$ cat src/rtl/cp0_pkg.sv
// cp0_pkg: shared constants for the coprocessor-0 exception controller.
//   - CP0 register indices reachable by mfc0/mtc0
//   - Cause.ExcCode encodings
//   - next-PC select encodings driven on Selpc
//   - state type of the interrupt-acknowledge machine
package cp0_pkg;

  localparam logic [4:0] C0_STATUS = 5'd12;
  localparam logic [4:0] C0_CAUSE  = 5'd13;
  localparam logic [4:0] C0_EPC    = 5'd14;

  localparam logic [1:0] EXC_INT    = 2'b00;
  localparam logic [1:0] EXC_SYS    = 2'b01;
  localparam logic [1:0] EXC_UNIMPL = 2'b10;
  localparam logic [1:0] EXC_OVR    = 2'b11;

  localparam logic [1:0] SEL_SEQ = 2'b00;
  localparam logic [1:0] SEL_EPC = 2'b10;
  localparam logic [1:0] SEL_VEC = 2'b11;

  typedef enum logic {
    ST_IDLE = 1'b0,
    ST_ACK  = 1'b1
  } ack_state_e;

endpackage

$ cat src/rtl/intr_sync.sv
// intr_sync: brings the asynchronous interrupt level into the clk domain and
// flags its rising edge for one cycle.
// Ports:
//   clk       in  clock, rising edge
//   rst       in  asynchronous active-high reset (clears chain and edge history)
//   async_in  in  asynchronous level input
//   rise      out one-cycle pulse when the synchronised level goes 0 -> 1
module intr_sync
  import cp0_pkg::*;
#(
  parameter int SYNC_STAGES = 2
) (
  input  logic clk,
  input  logic rst,
  input  logic async_in,
  output logic rise
);

  logic [SYNC_STAGES-1:0] sync_q;
  logic [SYNC_STAGES-1:0] sync_d;
  logic                   last_q;
  logic                   last_d;

  // Stage 0 samples the raw input; every later stage samples its predecessor.
  generate
    for (genvar gi = 0; gi < SYNC_STAGES; gi++) begin : g_chain
      if (gi == 0) begin : g_first
        assign sync_d[gi] = async_in;
      end else begin : g_rest
        assign sync_d[gi] = sync_q[gi-1];
      end
    end
  endgenerate

  assign last_d = sync_q[SYNC_STAGES-1];

  always_ff @(posedge clk or posedge rst) begin
    if (rst) begin
      sync_q <= '0;
      last_q <= 1'b0;
    end else begin
      sync_q <= sync_d;
      last_q <= last_d;
    end
  end

  // Edge is taken on the last synchronised stage only, never on a metastable one.
  assign rise = sync_q[SYNC_STAGES-1] & ~last_q;

endmodule

$ cat src/rtl/cp0_exc_ctrl.sv
// cp0_exc_ctrl: coprocessor-0 exception/interrupt controller.
// Holds Status/Cause/EPC, arbitrates exceptions against the synchronised
// external interrupt, serves mfc0/mtc0/eret and steers the next-PC mux.
// Ports:
//   Clk, Rst            clock (rising edge), asynchronous active-high reset
//   Intr                asynchronous level interrupt request
//   Ovr/Unimpl/Syscall  exception causes raised by the current instruction
//   Eret                current instruction is eret
//   Instr_ok            current instruction commits (interrupt boundary)
//   Mtc0/C0_addr/Wdata  CP0 register write port
//   Pc/Pc_plus4         current and sequential PC
//   Rdata               mfc0 read data (combinational on C0_addr)
//   Selpc               next-PC select: 00 seq, 10 EPC, 11 vector
//   Epc/Vector          PC-mux operands
//   Cancel              suppress writes of the current instruction
//   Inta                one-cycle interrupt acknowledge
module cp0_exc_ctrl
  import cp0_pkg::*;
#(
  parameter logic [31:0] VEC_ADDR    = 32'h0000_0008,
  parameter int          SYNC_STAGES = 2
) (
  input  logic        Clk,
  input  logic        Rst,
  input  logic        Intr,
  input  logic        Ovr,
  input  logic        Unimpl,
  input  logic        Syscall,
  input  logic        Eret,
  input  logic        Instr_ok,
  input  logic        Mtc0,
  input  logic [4:0]  C0_addr,
  input  logic [31:0] Wdata,
  input  logic [31:0] Pc,
  input  logic [31:0] Pc_plus4,
  output logic [31:0] Rdata,
  output logic [1:0]  Selpc,
  output logic [31:0] Epc,
  output logic [31:0] Vector,
  output logic        Cancel,
  output logic        Inta
);

  // Only implemented bits are stored: Status[11:0] and Cause.ExcCode.
  logic [11:0] status_q, status_d;
  logic [1:0]  cause_q, cause_d;
  logic [31:0] epc_q, epc_d;
  logic        pend_q, pend_d;
  ack_state_e  state_q, state_d;

  logic        intr_rise;
  logic        take_exc;
  logic        take_intr;
  logic        take_eret;
  logic [1:0]  exc_code;

  intr_sync #(
    .SYNC_STAGES(SYNC_STAGES)
  ) u_intr_sync (
    .clk      (Clk),
    .rst      (Rst),
    .async_in (Intr),
    .rise     (intr_rise)
  );

  // Priority decode. A masked cause is treated as absent, so it neither
  // redirects the PC nor blocks a lower-priority enabled cause.
  always_comb begin
    take_exc  = 1'b0;
    take_intr = 1'b0;
    exc_code  = EXC_INT;
    if (Ovr && status_q[3]) begin
      take_exc = 1'b1;
      exc_code = EXC_OVR;
    end else if (Unimpl && status_q[2]) begin
      take_exc = 1'b1;
      exc_code = EXC_UNIMPL;
    end else if (Syscall && status_q[1]) begin
      take_exc = 1'b1;
      exc_code = EXC_SYS;
    end else if (pend_q && Instr_ok && status_q[0]) begin
      take_intr = 1'b1;
    end
    take_eret = Eret & ~take_exc & ~take_intr;
  end

  always_comb begin
    Selpc = SEL_SEQ;
    if (take_exc || take_intr) begin
      Selpc = SEL_VEC;
    end else if (take_eret) begin
      Selpc = SEL_EPC;
    end
  end

  // Interrupts let the instruction commit; only exceptions cancel it.
  assign Cancel = take_exc;
  assign Inta   = (state_q == ST_ACK);
  assign Epc    = epc_q;
  assign Vector = VEC_ADDR;

  always_comb begin
    Rdata = 32'h0;
    case (C0_addr)
      C0_STATUS: Rdata = {20'h0, status_q};
      C0_CAUSE:  Rdata = {28'h0, cause_q, 2'b00};
      C0_EPC:    Rdata = epc_q;
      default:   Rdata = 32'h0;
    endcase
  end

  // Register next-state. Entry pushes the 4-bit mask group up the 3-deep
  // stack with zeroed masks; eret pops it. An mtc0 in a trapping cycle is
  // dropped; alongside eret it is applied after the pop and wins.
  always_comb begin
    status_d = status_q;
    cause_d  = cause_q;
    epc_d    = epc_q;
    if (take_exc || take_intr) begin
      epc_d    = take_exc ? Pc : Pc_plus4;
      cause_d  = exc_code;
      status_d = {status_q[7:0], 4'b0000};
    end else begin
      if (take_eret) begin
        status_d = {4'b0000, status_q[11:4]};
      end
      if (Mtc0) begin
        case (C0_addr)
          C0_STATUS: status_d = Wdata[11:0];
          C0_EPC:    epc_d    = Wdata;
          default:   ;
        endcase
      end
    end
  end

  // A new edge arriving while the old request is consumed re-arms pend.
  always_comb begin
    pend_d = (pend_q & ~take_intr) | intr_rise;
  end

  // ACK lasts exactly one cycle, whatever happens next.
  always_comb begin
    state_d = ST_IDLE;
    if (state_q == ST_IDLE && take_intr) begin
      state_d = ST_ACK;
    end
  end

  always_ff @(posedge Clk or posedge Rst) begin
    if (Rst) begin
      status_q <= '0;
      cause_q  <= '0;
      epc_q    <= '0;
      pend_q   <= 1'b0;
      state_q  <= ST_IDLE;
    end else begin
      status_q <= status_d;
      cause_q  <= cause_d;
      epc_q    <= epc_d;
      pend_q   <= pend_d;
      state_q  <= state_d;
    end
  end

endmodule

$ cat config.mk
export PLATFORM = sky130hd
export DESIGN_NAME = cp0_exc_ctrl
export DESIGN_NICKNAME = d
export VERILOG_FILES = /design/src/rtl/cp0_pkg.sv /design/src/rtl/intr_sync.sv /design/src/rtl/cp0_exc_ctrl.sv
export SDC_FILE = /design/constraint.sdc
export NUM_CORES = 1
export LEC_CHECK = 0
export CORE_ASPECT_RATIO = 0.7
export CORE_MARGIN = 2
export CORE_UTILIZATION = 55
export DETAILED_ROUTE_END_ITERATION = 6
export DONT_BUFFER_PORTS = 1
export GPL_ROUTABILITY_DRIVEN = 0
export PLACE_DENSITY = 0.73
export SETUP_SLACK_MARGIN = 0.15
export SLEW_MARGIN = 40
export SYNTH_ARGS = -nofsm -noshare
export SYNTH_HDL_FRONTEND = slang
export SYNTH_SLANG_ARGS = --single-unit
$ cat constraint.sdc
create_clock -name Clk -period 1.47 [get_ports Clk]
set_input_delay 0.294 -clock Clk [delete_from_list [all_inputs] [get_ports Clk]]
set_output_delay 0.294 -clock Clk [all_outputs]
set_load 0.005 [all_outputs]
# Yosys cells after proc, flatten, opt, wreduce, memory -nomap -nowiden
# Cells that the tools add are included.
# op_classes
addsub,0
mul,0
n_div,0
magnitude_cmp,0
eq_ne,3
shifts,0
muxes,22
bitwise_logic,9
n_reduce_logical,10
# op_table
operator,n
two-way mux 32 bit,4
case mux 32 bit (3 select lines),1
two-way mux 12 bit,4
equality test 5 x 4 -> 1 bit (second input constant),3
two-way mux 1 bit,9
two-way mux 2 bit,4
logical AND 1 bit,6
AND 1 bit,4
inverter 1 bit,4
nonzero test 2 bit,2
AND reduction 2 bit,1
logical OR 1 bit,1
bitwise OR 1 bit,1
# word_totals
ff_bits,51
latch_bits,0
mem_bits_rw,0
romBits,0
elab_cells,51
memories,0

# Logic depth before layout (Yosys ltp)
# Gate-level depths: netlist of the first run.
# logic_depth
word_depth,12
ltp_mapped,6
mapped_depth_nobuf,4

# Hierarchy
# Synthesis of the first run repeated with hierarchy kept, for this count alone.
# hier_totals
hier_cells,343
hier_area_um2,3422.0
# modules_own_cells
mod,instances,cells_per_inst,area_each_um2,seq_area_each_um2
cp0_exc_ctrl,1,338,3329.4,1201.2
intr_sync,1,5,92.6,75.1

# Least setup slack after synthesis of the first run
# Ideal clock, no wire load.
# synth_timing
kind,flip-flop to output port
from,reg status_q[3]
to,out Selpc[1]
arrival_time_ps,1312
slack_ps,-136
stages_incl_launch_ff,4
cell_sequence,dfrtp_1 -> a222oi_1 -> nand2_1 -> or2_2
# synth_via
elab_chain_len,7
word_cells_on_any_way,10
# synth_lines
element,line_no,rtl
"start, declared",cp0_exc_ctrl.sv:45,"logic [11:0] status_q, status_d;"
"start signal, assigned",cp0_exc_ctrl.sv:158,status_q <= status_d;
logical AND 1 bit (*),cp0_exc_ctrl.sv:72,if (Ovr && status_q[3]) begin
two-way mux 1 bit,cp0_exc_ctrl.sv:72,
inverter 1 bit,cp0_exc_ctrl.sv:84,take_eret = Eret & ~take_exc & ~take_intr;
AND 1 bit (2 in a row),cp0_exc_ctrl.sv:84,
two-way mux 2 bit,cp0_exc_ctrl.sv:91,end else if (take_eret) begin
two-way mux 2 bit (*),cp0_exc_ctrl.sv:89,if (take_exc || take_intr) begin
"end, declared",cp0_exc_ctrl.sv:37,"output logic [1:0] Selpc,"
# Mark *: on every way between the ends. The rest lies on a longest branch, timed or not.

# Final worst setup path of the first run
# Same ends and word-level chain as after synthesis.

==> metrics.txt, run 1 <==
Post-synth top cells dfrtp_1 (51), nand2_1 (47), mux2i_1 (46); fin util 80.3%; R2R Setup Slk -280 ps; Netlist cell types 32; r2r endpoint Epc[21]; Num CTS Buffers 5; Detailed Place HPWL 6490 um; status finished with violations; Vias/cell 6.06; Hold Crit Class input port to flip-flop; Critical Setup Path Class flip-flop to output pin; yosys warns 0; Rows 23; fmax 537 MHz; Residual DRC 0; most common cell in the netlist dfrtp_1; worst-skew pair later-pin latency 320 ps; Final ANT Viol Nets 0; RSZ-0062 raised after global routing yes; CP endpoint Selpc[1]; pre-CTS WS -15.7 ps; DRT iter0 DRCs 182; Design Area, Final 0.00464 mm2; grt total ovfl 0; PortBufs 0; Max Buffers Root-to-Sink 2; share of layout cells above drive strength 1 50.1%; asr flop ratio synth 100%; global-route wire length before repair 16600 um; DIE AREA 0.00671 mm2; Vias 2777; Tot GR Track Use 32.1%; syn_area_per_cell 9.80 um2; clock sinks 51; core area 0.00578 mm2; Max IR drop VDD 0.718 mV; post-route clock period utilization 127%; Seq/Total Area, Yosys 38.3%; fin. max-slew vios 0; CTS H-tree lvls 2; worst r2r src status_q[3]; Synth Flop Type dfrtp_1; clock slew at the register clock pins of the worst setup and hold paths 100 ps; Worst setup SP type flip-flop; Power Total 6080 uW; synthesized cell area 0.00333 mm2; Setup WS post-layout -391 ps; I/O pins 210; Worst Setup SP status_q[3]; WP data arrival 1570 ps; Final min period 1860 ps; Fin. Hold Viols 0; ranking of synthesized cells by area dfrtp_1 (38%), mux2i_1 (14%), mux2_2 (12%); Die Span Y 69.1 um; failing checks setup timing; CP max FO 3; largest net degree at the start of global routing 32; Syn Inst Count 340; R2R cell count 8; Initial Utilization 57.6%; largest area contributor in the netlist dfrtp_1; post-place instance area 0.00343 mm2; Setup Viol. Count Final 79; post-synth top area share 38.3%; NumNets Final 492; antenna violations before repair 0; CP endpoint kind output pin; data required time of the critical path 1180 ps; Root Buffer clkbuf_8; DRT Wirelength 11200 um; Die Wd 97.0 um; number of max-cap violations 0; Final Skew 11.8 ps; ant diodes 0; leakage 0.00236 uW; CTS tree done; Avg WL per Cell 24.6 um; Area growth syn-to-layout 39.3%; vias in the first global route 2764; first drt pass iteration count 4; number of enable flip-flop cells after synthesis 0; P per Cell Area 1310 mW/mm2; Yosys reg bits 51
[kinds of logic after synthesis]
group | share of synthesized area (%)
muxes | 26.0
DFF | 38.3
buffers and inverters | 10.9
other | 0.225
and+or+nand+nor | 13.0
AOI/OAI and AO/OA | 11.6
[where the power goes]
group | internal, uW | switching (uW)
Combinational | 1500 | 1180
Clock | 432 | 512
Sequential | 1890 | 564
Total | 3830 | 2260
[placed cells by master, fill, tap and decap left out, types with 2 or more instances in the layout]
| master | n |
|---|---|
| a22o_1 | 8 |
| clkbuf_8 | 7 |
| buf_4 | 14 |
| and2_4 | 20 |
| buf_16 | 12 |
| o21ai_2 | 32 |
| nor2_1 | 5 |
| a22o_4 | 2 |
| buf_12 | 16 |
| a22oi_1 | 2 |
| nand2_1 | 22 |
| dfrtp_1 | 51 |
| dlygate4sd3_1 | 2 |
| nand2_4 | 15 |
| nand2_2 | 11 |
| buf_8 | 6 |
| conb_1 | 32 |
| nand3_1 | 2 |
| nor2b_1 | 4 |
| mux2i_2 | 2 |
| mux2i_1 | 44 |
| a211oi_2 | 3 |
| o21ai_0 | 5 |
| mux2_4 | 2 |
| buf_6 | 6 |
| mux2_2 | 34 |
| o21ai_1 | 7 |
[repair_timing]
action	in CTS	in global routing
resized for setup	113	35
setup endpoints to repair	81	81
hold endpoints to repair	20	1
gates cloned	16	1
buffers inserted	12	6
pin swaps	22	14
hold buffers	1	1
[metrics by stage]
step / instances / setup TNS [ps] / hold WS (ps)
floorplan: 370 / -174 / 325
global placement: 413 / 0 / 222
detailed placement: 413 / -40.7 / 216
CTS: 450 / -4230 / 4.10
global route: 458 / -11740 / 66.5
finish: 458 / -9960 / 75.6
[worst min path at each step]
stage               startpoint               endpoint  slack (ps)  depth (start not counted)
floorplan                 Intr  u_intr_sync.sync_q[0]         330                          0
global placement           Rst                Epc[29]         220                          1
detailed placement         Rst                Epc[29]         220                          1
CTS                       Intr  u_intr_sync.sync_q[0]           4                          0
global route            Pc[14]                Epc[14]          70                          2
finish                  Pc[14]                Epc[14]          80                          2
[flip-flops by register name, summed over array words and instances, names as in the netlist]
signal,flops
Epc,32
Inta,1
cause_q,2
pend_q,1
status_q,12
u_intr_sync.last_q,1
u_intr_sync.sync_q,2
[metal layers]
metal	share of wire [%]	up-vias	global-route usage, %
met1	41	1388	42.9
met2	48	167	50.7
met5	0	-	0
met4	1.3	0	7.82
li1	-	1207	-
met3	9.7	15	10.9
[final cells by class]
cell class                      count  area [um2]
Multi-Input combinational cell    264        2190
Sequential cell                    51        1280
Fill cell                         363        1140
Timing Repair Buffer               57         958
Clock buffer                        8         100
Tap cell                           75        93.8
Inverter                            3        20.0
[worst max-delay path, cell delays in order (launching register included)]
cell      delay (ps)
dfrtp_1          400
a222oi_1         400
nand2_1          180
or2_4            280
Note: power is estimated with default switching activity, not from simulation.
==> run 2: changes to the inputs <==
--- a/config.mk
+++ b/config.mk
@@ -13,7 +13,6 @@
 export GPL_ROUTABILITY_DRIVEN = 0
 export PLACE_DENSITY = 0.73
 export SETUP_SLACK_MARGIN = 0.15
-export SLEW_MARGIN = 40
 export SYNTH_ARGS = -nofsm -noshare
 export SYNTH_HDL_FRONTEND = slang
 export SYNTH_SLANG_ARGS = --single-unit
==> results of run 2 <==
Same layout as run 1: the final DEF is identical, and so are final timing and power.
